`config.mk`:
```
export PLATFORM = sky130hd
export DESIGN_NAME = subleq_ctrl
export DESIGN_NICKNAME = d
export VERILOG_FILES = /design/src/rtl/subleq_ctrl.sv
export SDC_FILE = /design/constraint.sdc
export NUM_CORES = 1
export LEC_CHECK = 0
export CAP_MARGIN = 20
export CELL_PAD_IN_SITES_DETAIL_PLACEMENT = 1
export CELL_PAD_IN_SITES_GLOBAL_PLACEMENT = 2
export CORE_UTILIZATION = 30
export CTS_CLUSTER_DIAMETER = 30
export DETAILED_ROUTE_END_ITERATION = 16
export PLACE_DENSITY = 0.92
export SKIP_CTS_REPAIR_TIMING = 1
export SLEW_MARGIN = 10
export SYNTH_ARGS = -nofsm -noshare
export SYNTH_HDL_FRONTEND = slang
export SYNTH_SLANG_ARGS = --single-unit
```
`constraint.sdc`:
```
create_clock -name clk -period 3.98 [get_ports clk]
set_clock_uncertainty 0.2 [all_clocks]
set_input_delay 0.796 -clock clk [delete_from_list [all_inputs] [get_ports clk]]
set_output_delay 0.796 -clock clk [all_outputs]
set_load 0.01 [all_outputs]
```
`src/rtl/subleq_ctrl.sv`:
```
// ============================================================================
// Module      : subleq_ctrl
// Description : Sequencing controller for a SUBLEQ core. It fetches A, B and C,
//               reads both operands, writes mem[B] = mem[B] - mem[A] and
//               branches to C when the result is <= 0. C == all-ones halts.
// Revision    : 1.0 - initial release
// ============================================================================
`default_nettype none

module subleq_ctrl #(
    parameter int WORD_SIZE = 16
) (
    input  logic                 clk,
    input  logic                 areset,
    input  logic                 run,
    input  logic [WORD_SIZE-1:0] pc,
    output logic                 pc_branch,
    output logic                 pc_inc,
    output logic [WORD_SIZE-1:0] pc_addr,
    output logic                 mem_req,
    output logic                 mem_we,
    output logic [WORD_SIZE-1:0] mem_addr,
    output logic [WORD_SIZE-1:0] mem_wdata,
    input  logic [WORD_SIZE-1:0] mem_rdata,
    input  logic                 mem_ack,
    output logic                 halted
);

    typedef enum logic [2:0] {
        S_FETCH_A = 3'd0,
        S_FETCH_B = 3'd1,
        S_FETCH_C = 3'd2,
        S_READ_A  = 3'd3,
        S_READ_B  = 3'd4,
        S_WRITE   = 3'd5,
        S_BRANCH  = 3'd6,
        S_HALT    = 3'd7
    } state_t;

    state_t               r_state;
    state_t               w_state_nxt;
    // Each memory state spends one idle cycle (r_busy low) before requesting,
    // which guarantees the mandatory req-low gap between transactions.
    logic                 r_busy;
    logic                 w_busy_nxt;
    logic [WORD_SIZE-1:0] r_a, r_b, r_c, r_va, r_vb;
    logic [WORD_SIZE-1:0] w_result;
    logic                 w_le;
    logic                 w_is_mem;
    logic                 w_ack;

    assign w_result = r_vb - r_va;
    assign w_le     = (w_result == '0) || w_result[WORD_SIZE-1];
    assign w_is_mem = (r_state != S_BRANCH) && (r_state != S_HALT);
    assign w_ack    = w_is_mem && r_busy && mem_ack;

    always_ff @(posedge clk) begin
        if (areset) begin
            r_state <= S_FETCH_A;
            r_busy  <= 1'b0;
            r_a     <= '0;
            r_b     <= '0;
            r_c     <= '0;
            r_va    <= '0;
            r_vb    <= '0;
        end else begin
            r_state <= w_state_nxt;
            r_busy  <= w_busy_nxt;
            if (w_ack) begin
                case (r_state)
                    S_FETCH_A: r_a  <= mem_rdata;
                    S_FETCH_B: r_b  <= mem_rdata;
                    S_FETCH_C: r_c  <= mem_rdata;
                    S_READ_A:  r_va <= mem_rdata;
                    S_READ_B:  r_vb <= mem_rdata;
                    default:   ;
                endcase
            end
        end
    end

    always_comb begin
        w_state_nxt = r_state;
        w_busy_nxt  = r_busy;
        mem_req     = 1'b0;
        mem_we      = 1'b0;
        mem_addr    = '0;
        mem_wdata   = '0;
        pc_inc      = 1'b0;
        pc_branch   = 1'b0;
        pc_addr     = '0;
        halted      = 1'b0;

        if (w_is_mem) begin
            mem_req = r_busy;
            if (!r_busy) begin
                w_busy_nxt = (r_state != S_FETCH_A) || run;
            end else if (mem_ack) begin
                w_busy_nxt = 1'b0;
            end
        end

        case (r_state)
            S_FETCH_A: begin
                mem_addr = pc;
                pc_inc   = w_ack;
                if (w_ack) w_state_nxt = S_FETCH_B;
            end
            S_FETCH_B: begin
                mem_addr = pc;
                pc_inc   = w_ack;
                if (w_ack) w_state_nxt = S_FETCH_C;
            end
            S_FETCH_C: begin
                mem_addr = pc;
                pc_inc   = w_ack;
                if (w_ack) w_state_nxt = S_READ_A;
            end
            S_READ_A: begin
                mem_addr = r_a;
                if (w_ack) w_state_nxt = S_READ_B;
            end
            S_READ_B: begin
                mem_addr = r_b;
                if (w_ack) w_state_nxt = S_WRITE;
            end
            S_WRITE: begin
                mem_addr  = r_b;
                mem_wdata = w_result;
                mem_we    = r_busy;
                if (w_ack) w_state_nxt = S_BRANCH;
            end
            S_BRANCH: begin
                if (w_le && (r_c == '1)) begin
                    w_state_nxt = S_HALT;
                end else begin
                    w_state_nxt = S_FETCH_A;
                    if (w_le) begin
                        pc_branch = 1'b1;
                        pc_addr   = r_c;
                    end
                end
            end
            default: begin
                halted = 1'b1;
            end
        endcase

        // Reset wins over everything, including the outputs of the cycle it is asserted in.
        if (areset) begin
            mem_req   = 1'b0;
            mem_we    = 1'b0;
            mem_addr  = '0;
            mem_wdata = '0;
            pc_inc    = 1'b0;
            pc_branch = 1'b0;
            pc_addr   = '0;
            halted    = 1'b0;
        end
    end

endmodule

`default_nettype wire

```
==> results of run 1 <==
==> tightest hold or removal path, stage by stage (launching register included) <==
cell,delay [ns]
dfxtp_1,0.31
nand2_1,0.05
a21oi_1,0.05
==> power by group <==
group	leakage, nW	total, mW	switching [mW]	internal (mW)
Combinational	1.73	0.166	0.0876	0.0785
Sequential	0.679	0.853	0.00516	0.848
Clock	0.139	0.817	0.372	0.445
Total	2.55	1.84	0.465	1.37
==> kinds of logic (layout without fill, tap and decap cells) <==
kind of cell    after synthesis  in the layout  share of synthesized area
simple gates                302            302                     0.2704
mux                          17             17                    0.03349
flops                        84             84                     0.3310
compound gates              192            192                     0.2440
buf+inv                      90            203                    0.07166
xor+xnor                      5              5                   0.008620
fa+ha+maj                    16             16                    0.04088
==> routing by layer <==
layer  global-route usage  routed length, µm  vias up
met5                    0                  0        -
met4              0.06460                290        0
met3              0.02345                667       20
met2               0.3383               8276      118
met1               0.2569               7966     2533
li1                     -                  -     2625
==> cell usage in the layout (no fill, tap or decap), types with 4 or more instances in the layout <==
cell / count
mux2i_1: 17
o21ai_0: 7
nand2b_1: 4
buf_4: 54
nand2_1: 174
and2_1: 6
clkdlybuf4s50_1: 67
buf_2: 17
nand4_1: 6
dfxtp_1: 81
nor3_1: 10
a211oi_2: 7
a211oi_1: 11
a31oi_1: 4
o211ai_1: 5
nor2_1: 43
and3b_1: 4
nand3_1: 9
nor2b_1: 18
o22a_1: 17
a21o_1: 4
inv_1: 39
nand3b_1: 4
clkbuf_16: 10
ha_1: 13
a21oi_1: 112
==> registers in the layout, indices dropped and copies added (netlist names) <==
name,cells
r_a,16
r_b,16
r_busy,1
r_c,16
r_state,3
r_va,16
r_vb,16
==> final timing paths <==
kind	depth (start not counted)	to	start	slack (ns)
max reg2reg	13	r_state[0]	r_va[1]	0.90
min	2	r_b[15]	r_b[15]	0.26
min reg2reg	2	r_b[15]	r_b[15]	0.26
max	12	pc_addr[11]	r_va[1]	-0.19
==> metrics by stage <==
step / util / worst slack (ns) / cell area, µm²
after floorplan: - / 0.3243 / 5081
after CTS: 0.4054 / -0.7923 / 6723
after global placement: 0.3881 / -0.1859 / 6436
after global routing: 0.4125 / -0.3470 / 6840
final: 0.4125 / -0.1916 / 6840
after detailed placement: 0.3881 / -0.3982 / 6436
==> area by class of cell <==
type,count,area share
inverter,41,0.02250
tap,220,0.04024
timing repair buffer,146,0.1880
multi-input combinational,532,0.4609
clock buffer,10,0.03494
clock inverter,6,0.006951
sequential,84,0.2464
==> run summary, run 1 <==
Core Box Area: 16580 µm²
Final Wtd Congestion: 0.8338
Worst setup EP type: output pin
Seq/Total Area, Yosys: 0.3310
Total Routing Usage GR: 0.1975
Power Dens Cells: 268.4 nW/µm²
pin count of the biggest net entering global routing: 57
ys async rst share: 0
# IOs: 89
non-filler cells, final: 1039
CP top delay family: compound AO/OA/AOI/OAI gates
register area: 1685 µm²
Die ar.: 17460 µm²
total wire length: 17.20 mm
clk buf depth: 2
Synth area leader: dfxtp_1
Crit-path slowest cell: a311oi_4
final setup TNS: -2.670 ns
CTS tree: yes
TritonCTS Buffers: 9
DRT antenna net count: 0
failing checks: setup timing
Buf/Inv on CP: 4
top cells by area, synth: dfxtp_1 33%, nand2_1 13%, a21oi_1 11%, ha_1 3.7%, mux2i_1 3.3%
most common cell in the netlist: nand2_1
Pre-antenna DRT Iters: 4
final hold vios: 0
Final min period: 4.172 ns
syn_nets: 758
via count: 5296
synth unique cells: 61
ys flop type: dfxtp_1
Initial Util: 0.3064
Clk pin slew, worst setup/hold paths: 0.07 ns
crit path kind: flop to output pin
layout cells sized above 1: 0.1575
Final Max Tran Viols: 0
Area Overhead vs Synth: 34.62%
# setup viols final: 17
Slowest Stage Delay on Critical Path: 0.36 ns
WHS: 0.2554 ns
DR iter-0 viols: 281
dpl cells: 1018
Crit path required time: 2.98 ns
row count: 47
Synth top cells by count: 174 x nand2_1, 115 x a21oi_1, 84 x dfxtp_1
multi-input logic area: 3153 µm²
Post-synth EDFFs: 0
clk sink count: 84
worst path cell trace: inv_1 -> ha_1 -> nor2b_2 -> o2111ai_4 -> a211oi_4 -> buf_4 -> o21a_1 -> a311oi_4 -> nand4_4 -> buf_12 -> a211oi_1 -> buf_2
initial antenna violation count: 0
total power: 1.836 mW
WL/cell: 16.55 µm
Filler cells: 2030
post-DP HPWL: 12.50 mm
# DRC: 0
RSZ-0062 raised after global routing: yes
Overflow after GRT: 0
via density per instance: 5.097
Yosys top cell area share: 0.3310
first-pass GRT wire length: 27.65 mm
# port buffers: 88
syn avg cell area: 7.197 µm²
CP arrival: 3.18 ns
crit-path max FO: 9
Gate Count Post-Synth: 706
HP Class: flop to flop
Mapped Area: 5081 µm²
ant diodes: 0
vias in the first global route: 5460
Die X-Extent: 132.1 µm
Synth Warn #: 0
worst-margin pin slew: 0.7764 ns
# H-tree levels: 3
clk_lat worst skew: 0.35 ns
Die H: 132.1 µm
Max-cap violations: 0
VDD IR max: 151.7 µV
max_slew headroom: 0.4808
fin crit share: 1.048
run status: finished, violations left
Yosys reg bits: 84
Max Freq: 239.7 MHz
Clock Tree Root: clkbuf_16
Leak: 2.552 nW
CP Launch Type: flop
nets: 866
final worst slack: -0.1916 ns
Note: power is estimated with default switching activity, not from simulation.
==> inputs of run 2 (changes only) <==
--- a/config.mk
+++ b/config.mk
@@ -11,6 +11,7 @@
 export CORE_UTILIZATION = 30
 export CTS_CLUSTER_DIAMETER = 30
 export DETAILED_ROUTE_END_ITERATION = 16
+export GPL_TIMING_DRIVEN = 1
 export PLACE_DENSITY = 0.92
 export SKIP_CTS_REPAIR_TIMING = 1
 export SLEW_MARGIN = 10
==> results of run 2 <==
The final DEF is identical to that of run 1; final timing and power are the same.
==> inputs of run 3 (changes only) <==
==> constraint.sdc (replaced) <==
create_clock -name clk -period 4.2 [get_ports clk]
set_clock_uncertainty 0.2 [all_clocks]
set_input_delay 0.84 -clock clk [delete_from_list [all_inputs] [get_ports clk]]
set_output_delay 0.84 -clock clk [all_outputs]
set_load 0.01 [all_outputs]
==> run summary, run 3 (synthesized netlist as in run 1, its figures left out) <==
multi-input logic area: 3241 µm² (+2.8%)
Buf/Inv on CP: 5 (+1)
Final min period: 4.210 ns
clk buf depth: 2 (unchanged)
crit path kind: flop to output pin
cell mode on critical path: inv_2
ant diodes: 0 (unchanged)
CP arrival: 3.17 ns (about the same)
Die X-Extent: 132.1 µm (unchanged)
HP Class: flop to flop
Leak: 2.426 nW (-5.0%)
Worst R2R Path Depth: 14 (+1)
Pre-antenna DRT Iters: 4 (unchanged)
CP Capture Point: pc_addr[10]
DRT antenna net count: 0 (unchanged)
TritonCTS Buffers: 9 (unchanged)
Crit-path slowest cell: fa_2
layout cells sized above 1: 0.1429 (-0.01465)
Worst setup EP type: output pin
reg-to-reg slack, setup: 1.19 ns (+0.29 ns)
WL/cell: 16.70 µm (+0.85%)
Die H: 132.1 µm (unchanged)
Total Routing Usage GR: 0.1905 (-0.006996)
worst-margin pin slew: 0.8104 ns (+0.03395 ns)
total wire length: 16.88 mm (-1.9%)
r2r startpoint: r_vb[0]
total power: 1.712 mW (-6.8%)
Slowest Stage Delay on Critical Path: 0.37 ns (about the same)
worst path cell trace: inv_2 -> ha_4 -> inv_2 -> fa_2 -> buf_6 -> a21o_1 -> a21oi_2 -> xor2_1 -> nand3b_1 -> and4b_1 -> nand4_4 -> clkbuf_16 -> a211oi_1 -> buf_2
crit-path max FO: 8 (-1)
row count: 47 (unchanged)
# DRC: 0 (unchanged)
run status: finished, violations left
clk_lat worst skew: 0.34 ns (about the same)
Overflow after GRT: 0 (unchanged)
critical path depth in cells: 14 (+2)
Filler cells: 2076 (+2.3%)
Power Dens Cells: 253.6 nW/µm² (-5.5%)
max_slew headroom: 0.4581 (-0.02270)
Worst Setup SP: r_vb[0]
nets: 839 (-3.1%)
# IOs: 89 (unchanged)
Clk pin slew, worst setup/hold paths: 0.06 ns (about the same)
DR iter-0 viols: 245 (-13%)
Initial Util: 0.3064 (unchanged)
pin count of the biggest net entering global routing: 104 (+82%)
RSZ-0062 raised after global routing: yes
# H-tree levels: 3 (unchanged)
# port buffers: 88 (unchanged)
post-DP HPWL: 11.80 mm (-5.6%)
hold depth: 2 (unchanged)
reg2reg end: r_state[0]
# setup viols final: 2 (-15)
via count: 5169 (-2.4%)
vias in the first global route: 5154 (-5.6%)
clk sink count: 84 (unchanged)
Final Max Tran Viols: 0 (unchanged)
register area: 1685 µm² (unchanged)
CTS tree: yes
initial antenna violation count: 0 (unchanged)
final worst slack: -0.009707 ns (+0.1819 ns)
fin crit share: 1.002
Max-cap violations: 0 (unchanged)
Max Freq: 237.5 MHz
most common cell after layout, fill and taps aside: nand2_1
most frequent cells in the layout: 173 x nand2_1, 110 x a21oi_1, 81 x dfxtp_1, 69 x clkdlybuf4s50_1, 43 x nor2_1
first-pass GRT wire length: 26.59 mm (-3.8%)
via density per instance: 5.113 (+0.31%)
failing checks: setup timing
Die ar.: 17460 µm² (unchanged)
Core Box Area: 16580 µm² (unchanged)
VDD IR max: 160.1 µV (+5.5%)
CP Launch Type: flop
Area Overhead vs Synth: 32.82%
CP top delay family: buffers and inverters
final hold vios: 0 (unchanged)
Final Wtd Congestion: 0.8239 (-1.2%)
Clock Tree Root: clkbuf_16
WHS: 0.2545 ns (-0.0009170 ns)
Crit path required time: 3.16 ns (+0.18 ns)
==> run 3: worst register-to-register path, delay by kind of cell, from the launching register on <==
family,cells,cell delay [ns]
fa+ha+maj,2,0.51
flops,1,0.32
xor+xnor,1,0.20
buf+inv,5,0.64
simple gates,3,0.60
compound gates,3,0.48
==> run 3: area by class of cell <==
type | instances | area share
multi-input combinational | 532 | 0.4802
sequential | 84 | 0.2497
timing repair buffer | 119 | 0.1654
tap | 220 | 0.04079
clock buffer | 11 | 0.03745
inverter | 41 | 0.02280
clock inverter | 4 | 0.003708
==> run 3: worst min path at each step <==
| stage | start | endpoint | slack, ns |
|---|---|---|---|
| after floorplan | r_b[0] | r_b[0] | 0.24 |
| after global placement | r_b[5] | r_b[5] | 0.24 |
| after detailed placement | r_b[8] | r_b[8] | 0.25 |
| after CTS | r_va[14] | r_va[14] | 0.26 |
| after global routing | r_va[4] | r_va[4] | 0.27 |
| final | r_b[8] | r_b[8] | 0.25 |
==> run 3: report_power, final <==
part | switching [mW] | internal, mW | total [mW]
Clock | 0.319 | 0.428 | 0.747
Combinational | 0.0811 | 0.0744 | 0.156
Sequential | 0.00538 | 0.804 | 0.809
Total | 0.406 | 1.31 | 1.71
==> run 3: stage by stage <==
stage | instance area [µm²] | setup WS (ns) | setup TNS, ns | instances | util
after floorplan | 5081 | 0.5003 | 0 | 706 | -
after global placement | 6246 | -0.0008495 | -0.0008495 | 991 | 0.3766
after detailed placement | 6246 | -0.2020 | -3.003 | 991 | 0.3766
after CTS | 6524 | -0.5749 | -9.326 | 1006 | 0.3934
after global routing | 6749 | -0.1143 | -1.601 | 1011 | 0.4070
final | 6749 | -0.009707 | -0.01791 | 1011 | 0.4070
==> run 3: routing by layer <==
metal  part of all wire  routed length, µm  global-route usage  up-vias
met5                  0                  0                   0        -
met3              0.023                395             0.03114       14
met4              0.012                210             0.04522        0
met2               0.48               8087              0.3245       91
li1                   -                  -                   -     2568
met1               0.48               8186              0.2503     2496
